--- src/rtl/adder16_seq.sv ---
// adder16_seq: 16-bit add/subtract sequenced over a single 4-bit nibble slice, LSB nibble first.
// Ports: clk, rst_n (sync, active-low), start/op_a/op_b/sub (request), busy/done/result/cout/ovf (registered).
// Macro ADDER16_SUB_EN: when defined, sub selects A-B; when undefined, sub is ignored and every op is A+B.
module adder16_seq (
  input  logic        clk,
  input  logic        rst_n,
  input  logic        start,
  input  logic [15:0] op_a,
  input  logic [15:0] op_b,
  input  logic        sub,
  output logic        busy,
  output logic        done,
  output logic [15:0] result,
  output logic        cout,
  output logic        ovf
);
  typedef enum logic [1:0] {IDLE, CALC, DONE} state_t;
  state_t      state_q;
  logic [1:0]  idx_q;
  logic [15:0] a_q, b_q, result_q;
  logic        carry_q, busy_q, done_q, cout_q, ovf_q;
  logic        sub_en;
  logic [3:0]  base;
  logic [4:0]  nib_d;
`ifdef ADDER16_SUB_EN
  assign sub_en = sub;
`else
  assign sub_en = 1'b0 & sub;
`endif
  assign base  = {idx_q, 2'b00};
  assign nib_d = {1'b0, a_q[base +: 4]} + {1'b0, b_q[base +: 4]} + {4'b0, carry_q};
  always_ff @(posedge clk) begin
    if (!rst_n) begin
      state_q  <= IDLE;
      idx_q    <= 2'd0;
      a_q      <= 16'd0;
      b_q      <= 16'd0;
      carry_q  <= 1'b0;
      busy_q   <= 1'b0;
      done_q   <= 1'b0;
      result_q <= 16'd0;
      cout_q   <= 1'b0;
      ovf_q    <= 1'b0;
    end else begin
      case (state_q)
        IDLE: if (start) begin
          a_q     <= op_a;
          b_q     <= sub_en ? ~op_b : op_b;
          carry_q <= sub_en;
          idx_q   <= 2'd0;
          busy_q  <= 1'b1;
          state_q <= CALC;
        end
        CALC: begin
          result_q[base +: 4] <= nib_d[3:0];
          carry_q             <= nib_d[4];
          idx_q               <= idx_q + 2'd1;
          if (idx_q == 2'd3) begin
            cout_q  <= nib_d[4];
            ovf_q   <= (a_q[15] == b_q[15]) && (nib_d[3] != a_q[15]);
            done_q  <= 1'b1;
            state_q <= DONE;
          end
        end
        DONE: begin
          done_q  <= 1'b0;
          busy_q  <= 1'b0;
          state_q <= IDLE;
        end
        default: state_q <= IDLE;
      endcase
    end
  end
  assign busy   = busy_q;
  assign done   = done_q;
  assign result = result_q;
  assign cout   = cout_q;
  assign ovf    = ovf_q;
endmodule

--- config.mk ---
export PLATFORM = sky130hd
export DESIGN_NAME = adder16_seq
export DESIGN_NICKNAME = d
export VERILOG_FILES = /design/src/rtl/adder16_seq.sv
export SDC_FILE = /design/constraint.sdc
export NUM_CORES = 1
export LEC_CHECK = 0
export ABC_CLOCK_PERIOD_IN_PS = 6900
export BUFFER_PORTS_ARGS = -buffer_cell sky130_fd_sc_hd__clkbuf_2
export CAP_MARGIN = 30
export CELL_PAD_IN_SITES_DETAIL_PLACEMENT = 1
export CELL_PAD_IN_SITES_GLOBAL_PLACEMENT = 2
export CORE_MARGIN = 2
export CORE_UTILIZATION = 30
export DETAILED_ROUTE_END_ITERATION = 10
export PLACE_DENSITY = 0.84
export SLEW_MARGIN = 20
export SYNTH_ARGS = -nofsm -noshare
export SYNTH_HDL_FRONTEND = slang
export SYNTH_SLANG_ARGS = --single-unit
--- constraint.sdc ---
create_clock -name clk -period 6.9 [get_ports clk]
set_input_delay 2.07 -clock clk [delete_from_list [all_inputs] [get_ports clk]]
set_output_delay 2.07 -clock clk [all_outputs]
set_load 0.05 [all_outputs]
### Word-level counts from Yosys, hierarchy flattened

Index checks and enable logic that the tools add are counted.

| cells by class | value |
|---|---|
| add/subtract/negate cells | 4 |
| eq/ne operators | 7 |
| shift operators | 4 |
| reductions and logical operators | 11 |
| multiplexer cells | 12 |

Operator list:

| kind | count |
|---|---|
| indexed part select 16 x 5 -> 4 bit | 2 |
| bitwise mux 16 bit | 1 |
| variable shift 4 x 6 -> 16 bit (first input constant) | 1 |
| indexed part select 4 x 6 -> 16 bit | 1 |
| AND reduction 2 bit | 6 |
| one-hot mux 2 bit (2 select lines) | 2 |
| 2-to-1 mux 2 bit | 3 |
| negator 4 -> 6 bit | 1 |
| one-hot mux 1 bit (2 select lines) | 3 |
| nonzero test 2 bit | 3 |
| adder 4 x 4 -> 5 bit | 1 |
| adder 5 x 1 -> 5 bit | 1 |
| == test 2 bit (second input constant) | 2 |
| != test 2 bit (second input constant) | 2 |
| 2-to-1 mux 1 bit | 3 |
| adder 2 x 1 -> 2 bit (second input constant) | 1 |
| == test 2 x 1 -> 1 bit (second input constant) | 1 |
| logical NOT 2 bit | 1 |
| == test 1 bit | 1 |
| logical AND 1 bit | 1 |
| != test 1 bit | 1 |

| storage, ports and cells | value |
|---|---|
| register bits after elaboration | 57 |
| logic and storage cells | 48 |

### Longest topological paths before layout

Gate-level depths: netlist (run 1).

| depth | value |
|---|---|
| depth in word-level cells | 5 |
| mapped depth | 8 |
| depth with buffers taken out | 7 |

### Worst setup path before layout (run 1)

Ideal clock, no wire load.

| timing | value |
|---|---|
| path kind | input to register |
| start | input port start |
| end | register a_q[0] |
| data arrival time | 2,768 ps |
| cell stages on the path | 6 |
| path slack | 4,010 ps |
| library setup time | 122 ps |
| cells stage by stage | nor2b_2 -> and2_1 -> buf_2 -> buf_4 -> nand2_1 -> a21boi_0 |

| between the ends | value |
|---|---|
| longest elaborated chain between the ends | 1 |

RTL lines:

| item | line | RTL |
|---|---|---|
| start, declared | 7 | `input logic start,` |
| AND reduction 2 bit (no line) | n/a |  |
| end signal, assigned | 47 | `a_q <= op_a;` |
| end, declared | 20 | `logic [15:0] a_q, b_q, result_q;` |

Every way passes these cells.
A chain may end at the register's enable or synchronous reset.

### Final worst setup path (run 1)

| timing | value |
|---|---|
| start | register cout_q, in the netlist cout |
| end | output port cout |

RTL lines:

| item | line | RTL |
|---|---|---|
| start, declared | 21 | `logic carry_q, busy_q, done_q, cout_q, ovf_q;` |
| start signal, assigned | 59 | `cout_q <= nib_d[4];` |
| end, declared | 14 | `output logic cout,` |

No word-level cell between the ends.

==> impl_metrics.xml, run 1 <==
<?xml version="1.0" encoding="UTF-8"?>
<metrics>
  <group name="synthesis">
    <metric name="synth.yosys.warnings" unit="">0</metric>
    <metric name="synth_xor_area_frac" unit="">0.003329</metric>
    <metric name="dominant_combinational_cell_family_by_area_after_synthesis" unit="">simple AND/OR/NAND/NOR gates</metric>
    <metric name="complex_gate_fraction_of_the_synthesized_area" unit="">0.1826</metric>
    <metric name="ys_top_cells_by_count" unit="">sky130_fd_sc_hd__nand2_1 (76), sky130_fd_sc_hd__dfxtp_1 (57), sky130_fd_sc_hd__a21boi_0 (26), sky130_fd_sc_hd__nor2b_1 (16), sky130_fd_sc_hd__a22oi_1 (12)</metric>
    <metric name="post_synth_mux_area_share" unit="">0.06847</metric>
    <metric name="postSynthRegisterBits" unit="">57</metric>
    <metric name="postSynthCellCount" unit="">272</metric>
    <metric name="async_flop_share" unit="">0</metric>
    <metric name="postSynth.topFlopCell" unit="">sky130_fd_sc_hd__dfxtp_1</metric>
    <metric name="synth_top_area_share" unit="">0.4337</metric>
    <metric name="most_numerous_cell_in_the_yosys_netlist" unit="">sky130_fd_sc_hd__nand2_1</metric>
    <metric name="synthesis.nets" unit="">319</metric>
    <metric name="synth_edf_count" unit="">0</metric>
    <metric name="syn_avg_cell_area" unit="µm²">9.674</metric>
    <metric name="synth_largest_area_cell" unit="">sky130_fd_sc_hd__dfxtp_1</metric>
    <metric name="synth-simple-area-share" unit="">0.2173</metric>
    <metric name="synth-seq-area-share" unit="">0.4337</metric>
    <metric name="yosys.area_share.adder" unit="">0.05801</metric>
    <metric name="yosysUniqueCellTypes" unit="">37</metric>
    <metric name="mappedNetlistArea" unit="µm²">2631</metric>
    <metric name="ys_top_cells_by_area" unit="">sky130_fd_sc_hd__dfxtp_1 (43%), sky130_fd_sc_hd__nand2_1 (11%), sky130_fd_sc_hd__a21boi_0 (7.4%)</metric>
  </group>
  <group name="worst_setup_path">
    <metric name="cp_top_family" unit="">flip-flops</metric>
    <metric name="number_of_buffers_and_inverters_on_the_critical_path" unit="">1</metric>
    <metric name="timing.setup.critical_path_class" unit="">reg -&gt; out</metric>
    <metric name="delay_contributed_by_the_slowest_stage_of_the_critical_path" unit="ns">0.36</metric>
    <metric name="cp_max_fo" unit="">2</metric>
    <metric name="crit_required" unit="ns">4.83</metric>
    <metric name="startpoint_type" unit="">flop</metric>
    <metric name="timing.critical_path.arrival" unit="ns">0.99</metric>
    <metric name="ordered_cell_list_for_the_critical_path" unit="">clkbuf_2</metric>
    <metric name="crit_path_top_delay_cell" unit="">sky130_fd_sc_hd__dfxtp_1</metric>
    <metric name="endpoint_kind" unit="">primary output</metric>
  </group>
  <group name="timing">
    <metric name="post-route-period-util" unit="">0.4429</metric>
    <metric name="fin_skew" unit="ns">0.006378</metric>
    <metric name="grt_setup_unrepaired" unit="">no</metric>
    <metric name="setup_viol_count_final" unit="">0</metric>
    <metric name="max_freq" unit="GHz">0.3272</metric>
    <metric name="slew_headroom" unit="">0.5832</metric>
    <metric name="tns" unit="ns">0</metric>
    <metric name="timing_hold_violations_final" unit="">0</metric>
    <metric name="finalWorstPathRequiredPeriod" unit="ns">3.056</metric>
    <metric name="slew_at_the_pin_with_the_worst_max_slew_slack" unit="ns">0.6244</metric>
    <metric name="maxSlewViolCount" unit="">0</metric>
  </group>
  <group name="die">
    <metric name="row_count" unit="">34</metric>
    <metric name="initial_core_utilization" unit="">0.3062</metric>
    <metric name="die_w" unit="µm">97.66</metric>
    <metric name="dieHeight" unit="µm">97.66</metric>
    <metric name="io_pins" unit="">56</metric>
    <metric name="core_area" unit="µm²">8593</metric>
    <metric name="fp.dieArea" unit="µm²">9537</metric>
  </group>
  <group name="flow_run">
    <metric name="drv_cap" unit="">0</metric>
  </group>
  <group name="global_route">
    <metric name="globalRouteTotalUtil" unit="">0.1383</metric>
    <metric name="grt_first_pass_wirelength" unit="µm">10490</metric>
    <metric name="grt_pass1_vias" unit="">2159</metric>
    <metric name="grt_antenna_before_repair" unit="">0</metric>
    <metric name="grt_start_max_net_pins" unit="">58</metric>
    <metric name="grt.overflow.total" unit="">0</metric>
  </group>
  <group name="power_and_ir_drop">
    <metric name="comb_power_share" unit="">0.142</metric>
    <metric name="power.clock.fraction" unit="">0.379</metric>
    <metric name="cellInternalPower" unit="µW">549.6</metric>
    <metric name="net_switching" unit="µW">190.3</metric>
    <metric name="leakagePower" unit="µW">0.001317</metric>
    <metric name="power.share.sequential" unit="">0.480</metric>
    <metric name="power.ir.vdd_worst" unit="mV">0.07878</metric>
    <metric name="power_density" unit="nW/µm²">231.7</metric>
    <metric name="switching_share" unit="">0.2571</metric>
  </group>
  <group name="clock_network">
    <metric name="clock_tree.htree_level_count" unit="">3</metric>
    <metric name="cts_buf_count" unit="">9</metric>
    <metric name="clkLatencyLatePin" unit="ns">0.33</metric>
    <metric name="cts_setup_buffers" unit="">0</metric>
    <metric name="cts.sink_count" unit="">57</metric>
    <metric name="cts_max_path_buffers" unit="">2</metric>
    <metric name="cts.clk_slew.worst_paths" unit="ns">0.06</metric>
    <metric name="ctsResizeCount" unit="">0</metric>
    <metric name="tritoncts_clock_tree" unit="">done</metric>
    <metric name="cts_hold_buffers" unit="">0</metric>
    <metric name="cts_root_buf" unit="">sky130_fd_sc_hd__clkbuf_8</metric>
  </group>
  <group name="outcome">
    <metric name="run_status" unit="">finished, final reports clean</metric>
  </group>
  <group name="final_layout">
    <metric name="layout.cell_area.non_filler" unit="µm²">3193</metric>
    <metric name="area_growth_syn_to_layout" unit="%">21.35</metric>
    <metric name="n_antenna_cell" unit="">0</metric>
    <metric name="final_stage_net_count" unit="">372</metric>
    <metric name="final_layout_size_suffix_gt1_frac" unit="">0.2569</metric>
  </group>
  <group name="placement">
    <metric name="post_dp_cell_area" unit="µm²">2985</metric>
    <metric name="dp_hpwl" unit="µm">4531</metric>
    <metric name="routability_congestion_estimate_from_global_placement" unit="">0.7638</metric>
    <metric name="port_buffers" unit="">54</metric>
  </group>
  <group name="detailed_routing">
    <metric name="drt_pre_antenna_iters" unit="">4</metric>
    <metric name="drt-wirelength-per-cell" unit="µm">14.13</metric>
    <metric name="routed-via-count" unit="">2084</metric>
    <metric name="vias_per_cell" unit="">4.791</metric>
    <metric name="drt_iter0_drc" unit="">48</metric>
    <metric name="wirelength" unit="µm">6145</metric>
    <metric name="detail_route.drc_violations" unit="">0</metric>
    <metric name="postRouteAntennaNets" unit="">0</metric>
  </group>
  <group name="hold_path">
    <metric name="min_path_type" unit="">reg -&gt; reg</metric>
  </group>
</metrics>
## state kept, by name (all words and copies together), names as in the netlist
signal   flops
done         1
state_q      2
result      16
b_q         16
ovf          1
cout         1
busy         1
carry_q      1
idx_q        2
a_q         16
## through the flow
stage	hold WS, ns	instances	util	power, µW	setup slack [ns]
floorplan	0.4319	272	-	431.8	4.010
global placement	0.4382	418	0.3439	459.7	3.256
detailed placement	0.4461	420	0.3474	465.9	3.533
CTS	0.4602	433	0.3666	746.4	3.542
global route	0.4749	435	0.3716	777.5	3.778
finish	0.4545	435	0.3716	739.9	3.844
## final timing paths
path / startpoint / to / slack, ns / depth (start not counted)
setup / recovery: cout / cout / 3.84 / 1
hold / removal: a_q[6] / a_q[6] / 0.45 / 2
setup reg to reg: idx_q[0] / result[10] / 3.95 / 6
hold reg to reg: a_q[6] / a_q[6] / 0.45 / 2
## power groups by stage
| stage | clock network, µW | registers (µW) | logic (µW) |
|---|---|---|---|
| after global routing | 304 | 357 | 117 |
| after detailed placement | 0 | 365 | 101 |
| after floorplan | 0 | 363 | 68.7 |
| final | 280 | 355 | 105 |
| after CTS | 287 | 358 | 101 |
| after global placement | 0 | 364 | 95.5 |
## placed cells by master (no fill, tap or decap), drive strengths merged, types with 3 or more instances in the layout
master  count
a22oi      12
nor2b      17
dfxtp      57
a32oi       4
inv         4
buf         4
nand2      76
mux4        8
o21ai       3
clkbuf     66
ha          9
nor2        4
a21boi     34
## layer usage
layer / vias up / GRT usage / wire [µm]
li1: 1040 / - / -
met1: 985 / 0.1697 / 2760
met2: 50 / 0.2313 / 2972
met3: 9 / 0.04532 / 331
met4: 0 / 0.04167 / 81
met5: - / 0 / 0
## area by class of cell
| cell class | instances | area, µm² |
|---|---|---|
| Multi-Input combinational cell | 195 | 1394 |
| Clock buffer | 12 | 135.1 |
| Clock inverter | 1 | 30.03 |
| Timing Repair Buffer | 58 | 342.8 |
| Fill cell | 1031 | 5400 |
| Tap cell | 108 | 135.1 |
| Inverter | 4 | 15.01 |
| Sequential cell | 57 | 1141 |
## cell families (layout without fill, tap and decap cells)
family                     Yosys count  in the layout
buffers and inverters               20             75
and+or+nand+nor                    111            111
adders and majority gates           11             11
AOI/OAI and AO/OA                   64             64
DFF                                 57             57
muxes                                8              8
xor gates and xnor gates             1              1
Power figures use the tool's default switching activity.
==> inputs of run 2 (changes only) <==
ABC_CLOCK_PERIOD_IN_PS = 2800   (was 6900)
PLACE_DENSITY = 0.87   (was 0.84)
clock period = 2.8 ns   (was 6.9 ns; I/O delays follow)
==> run 2 against run 1 <==
  * Power grew to 2.7 times the previous value
  * Wire length is 4.6% higher
  * Core utilization is 0.42 points higher
  * Flip-flop and latch count stayed put
  * Non-clock buffer count is 3 higher
  * Critical endpoint is now carry_q
  * Highest routed layer unchanged
  * Die area stayed put
  * Critical path depth is 6 higher
  * Critical path type is now reg -> reg
  * Sequential power is 150% higher
  * Largest power group unchanged
==> impl_metrics.xml, run 2 (synthesis gave the netlist of run 1 again) <==
<?xml version="1.0" encoding="UTF-8"?>
<metrics>
  <group name="outcome">
    <metric name="run_status" unit="">finished, final reports clean</metric>
  </group>
  <group name="clock_network">
    <metric name="cts_root_buf" unit="">sky130_fd_sc_hd__clkbuf_8</metric>
    <metric name="clock_tree.htree_level_count" unit="">3</metric>
    <metric name="cts_max_path_buffers" unit="">2</metric>
    <metric name="tritoncts_clock_tree" unit="">done</metric>
    <metric name="cts.clk_slew.worst_paths" unit="ns">0.07</metric>
    <metric name="clkLatencyLatePin" unit="ns">0.34</metric>
    <metric name="ctsResizeCount" unit="">0</metric>
    <metric name="cts.sink_count" unit="">57</metric>
    <metric name="cts_setup_buffers" unit="">0</metric>
    <metric name="cts_buf_count" unit="">9</metric>
    <metric name="cts_hold_buffers" unit="">0</metric>
  </group>
  <group name="global_route">
    <metric name="grt_pass1_vias" unit="">2159</metric>
    <metric name="grt_first_pass_wirelength" unit="µm">10520</metric>
    <metric name="globalRouteTotalUtil" unit="">0.1406</metric>
    <metric name="grt_start_max_net_pins" unit="">45</metric>
    <metric name="grt.overflow.total" unit="">0</metric>
    <metric name="grt_antenna_before_repair" unit="">0</metric>
  </group>
  <group name="flow_run">
    <metric name="drv_cap" unit="">0</metric>
  </group>
  <group name="placement">
    <metric name="post_dp_cell_area" unit="µm²">3008</metric>
    <metric name="routability_congestion_estimate_from_global_placement" unit="">0.7787</metric>
    <metric name="placedCellCount" unit="">425</metric>
    <metric name="dp_hpwl" unit="µm">4711</metric>
    <metric name="detailedPlace.worstSlack" unit="ns">0.2340</metric>
    <metric name="port_buffers" unit="">54</metric>
  </group>
  <group name="detailed_routing">
    <metric name="postRouteAntennaNets" unit="">0</metric>
    <metric name="drt_iter0_drc" unit="">26</metric>
    <metric name="drt-wirelength-per-cell" unit="µm">14.58</metric>
    <metric name="detail_route.drc_violations" unit="">0</metric>
    <metric name="wirelength" unit="µm">6430</metric>
    <metric name="routed-via-count" unit="">2100</metric>
    <metric name="vias_per_cell" unit="">4.762</metric>
    <metric name="drt_pre_antenna_iters" unit="">4</metric>
  </group>
  <group name="timing">
    <metric name="final.setup.worst_slack" unit="ns">0.2299</metric>
    <metric name="slew_headroom" unit="">0.5232</metric>
    <metric name="max_freq" unit="GHz">0.3891</metric>
    <metric name="slew_at_the_pin_with_the_worst_max_slew_slack" unit="ns">0.7151</metric>
    <metric name="setup_viol_count_final" unit="">0</metric>
    <metric name="finalWorstPathRequiredPeriod" unit="ns">2.570</metric>
    <metric name="maxSlewViolCount" unit="">0</metric>
    <metric name="grt_setup_unrepaired" unit="">no</metric>
    <metric name="timing_hold_violations_final" unit="">0</metric>
    <metric name="tns" unit="ns">0</metric>
    <metric name="post-route-period-util" unit="">0.9179</metric>
    <metric name="fin_skew" unit="ns">0.006935</metric>
  </group>
  <group name="power_and_ir_drop">
    <metric name="switching_share" unit="">0.2565</metric>
    <metric name="net_switching" unit="µW">511.4</metric>
    <metric name="comb_power_share" unit="">0.130</metric>
    <metric name="cellInternalPower" unit="µW">1483</metric>
    <metric name="power_density" unit="nW/µm²">617.5</metric>
    <metric name="power.share.sequential" unit="">0.436</metric>
    <metric name="power.clock.fraction" unit="">0.434</metric>
    <metric name="leakagePower" unit="µW">0.001342</metric>
    <metric name="power.ir.vdd_worst" unit="mV">0.2413</metric>
  </group>
  <group name="final_layout">
    <metric name="mostFrequentLayoutCells" unit="">sky130_fd_sc_hd__nand2_1 (76), sky130_fd_sc_hd__dfxtp_1 (57), sky130_fd_sc_hd__clkbuf_2 (54)</metric>
    <metric name="layout.cell_area.non_filler" unit="µm²">3229</metric>
    <metric name="area_growth_syn_to_layout" unit="%">22.73</metric>
    <metric name="n_antenna_cell" unit="">0</metric>
    <metric name="final_core_utilization" unit="">0.3758</metric>
    <metric name="final_layout_size_suffix_gt1_frac" unit="">0.2733</metric>
    <metric name="finalNonFillerCells" unit="">441</metric>
    <metric name="final_stage_net_count" unit="">375</metric>
    <metric name="nFillCells" unit="">1025</metric>
    <metric name="final_common_cell" unit="">sky130_fd_sc_hd__nand2_1</metric>
  </group>
  <group name="worst_setup_path">
    <metric name="endpoint_kind" unit="">flop</metric>
    <metric name="timing.critical_path.arrival" unit="ns">2.80</metric>
    <metric name="crit_required" unit="ns">3.03</metric>
    <metric name="reg2regPathDepth" unit="">7</metric>
    <metric name="delay_contributed_by_the_slowest_stage_of_the_critical_path" unit="ns">0.55</metric>
    <metric name="timing.setup.critical_path_class" unit="">reg -&gt; reg</metric>
    <metric name="ordered_cell_list_for_the_critical_path" unit="">mux4_2 -&gt; fa_1 -&gt; fa_1 -&gt; a21o_1 -&gt; a21oi_1 -&gt; o21ai_0 -&gt; and2_1</metric>
    <metric name="crit_top_cell" unit="">sky130_fd_sc_hd__fa_1</metric>
    <metric name="cp_max_fo" unit="">4</metric>
    <metric name="timing.rr.start" unit="">idx_q[0]</metric>
    <metric name="startpoint" unit="">idx_q[0]</metric>
    <metric name="crit_path_top_delay_cell" unit="">sky130_fd_sc_hd__mux4_2</metric>
    <metric name="number_of_buffers_and_inverters_on_the_critical_path" unit="">0</metric>
    <metric name="rr_endpoint" unit="">carry_q</metric>
    <metric name="startpoint_type" unit="">flop</metric>
    <metric name="reg2reg_setup_slack" unit="ns">0.23</metric>
    <metric name="cp_top_family" unit="">adder cells</metric>
  </group>
  <group name="hold_path">
    <metric name="holdPathEnd" unit="">b_q[12]</metric>
    <metric name="min_path_type" unit="">reg -&gt; reg</metric>
    <metric name="min-delay-start" unit="">b_q[12]</metric>
    <metric name="holdPathStages" unit="">2</metric>
  </group>
  <group name="die">
    <metric name="core_area" unit="µm²">8593</metric>
    <metric name="dieHeight" unit="µm">97.66</metric>
    <metric name="initial_core_utilization" unit="">0.3062</metric>
    <metric name="die_w" unit="µm">97.66</metric>
    <metric name="io_pins" unit="">56</metric>
    <metric name="row_count" unit="">34</metric>
    <metric name="fp.dieArea" unit="µm²">9537</metric>
  </group>
</metrics>
[run 2: cell count changes in the layout (fill, tap and decap cells not counted)]
cell / change
sky130_fd_sc_hd__buf_8: -3
sky130_fd_sc_hd__bufinv_16: +1
sky130_fd_sc_hd__clkbuf_1: -1
sky130_fd_sc_hd__buf_4: +7
sky130_fd_sc_hd__clkinv_4: +1
sky130_fd_sc_hd__clkinvlp_4: +1
sky130_fd_sc_hd__buf_16: -1
sky130_fd_sc_hd__clkbuf_8: +1
[run 2: how the worst max path moves through the flow]
stage	end	slack [ns]	depth (start not counted)
floorplan	carry_q	0.1	8
global placement	carry_q	0.25	7
detailed placement	carry_q	0.23	7
CTS	carry_q	0.21	7
global route	carry_q	0.07	7
finish	carry_q	0.23	7
[run 2: final cells by class]
class,count,area [µm²],share of cell area
Sequential cell,57,1141,0.3533
Timing Repair Buffer,61,322.8,0.09996
Tap cell,108,135.1,0.04184
Clock inverter,4,76.32,0.02363
Multi-Input combinational cell,195,1394,0.4316
Inverter,4,15.01,0.004649
Clock buffer,12,145.1,0.04494
[run 2: worst register-to-register path, delay by kind of cell, from the launching register on]
family,cells,cell delay (ns)
multiplexers,1,0.55
flip-flops,1,0.42
AO/OA/AOI/OAI,3,0.46
AND/OR/NAND/NOR,1,0.15
adder cells (fa/ha/maj),2,0.87
[run 2: power by group through the flow]
| stage | Combinational, µW | Clock, µW | Sequential, µW |
|---|---|---|---|
| after global placement | 255 | 0 | 887 |
| after global routing | 286 | 935 | 875 |
| after detailed placement | 262 | 0 | 889 |
| after CTS | 264 | 891 | 871 |
| after floorplan | 169 | 0 | 895 |
| final | 259 | 865 | 870 |
[run 2: per-stage QoR]
stage               total power (µW)  hold WS [ns]
floorplan                       1064        0.4319
global placement                1142        0.4388
CTS                             2026        0.4618
finish                          1994        0.4571
detailed placement              1151        0.4520
global route                    2097        0.4822
[run 2: metal layers]
layer	GRT usage	vias to the layer above	routed length, µm
li1	-	1050	-
met1	0.1706	992	2929
met2	0.2403	52	3161
met3	0.04460	6	283
met4	0.03846	0	55
met5	0	-	0
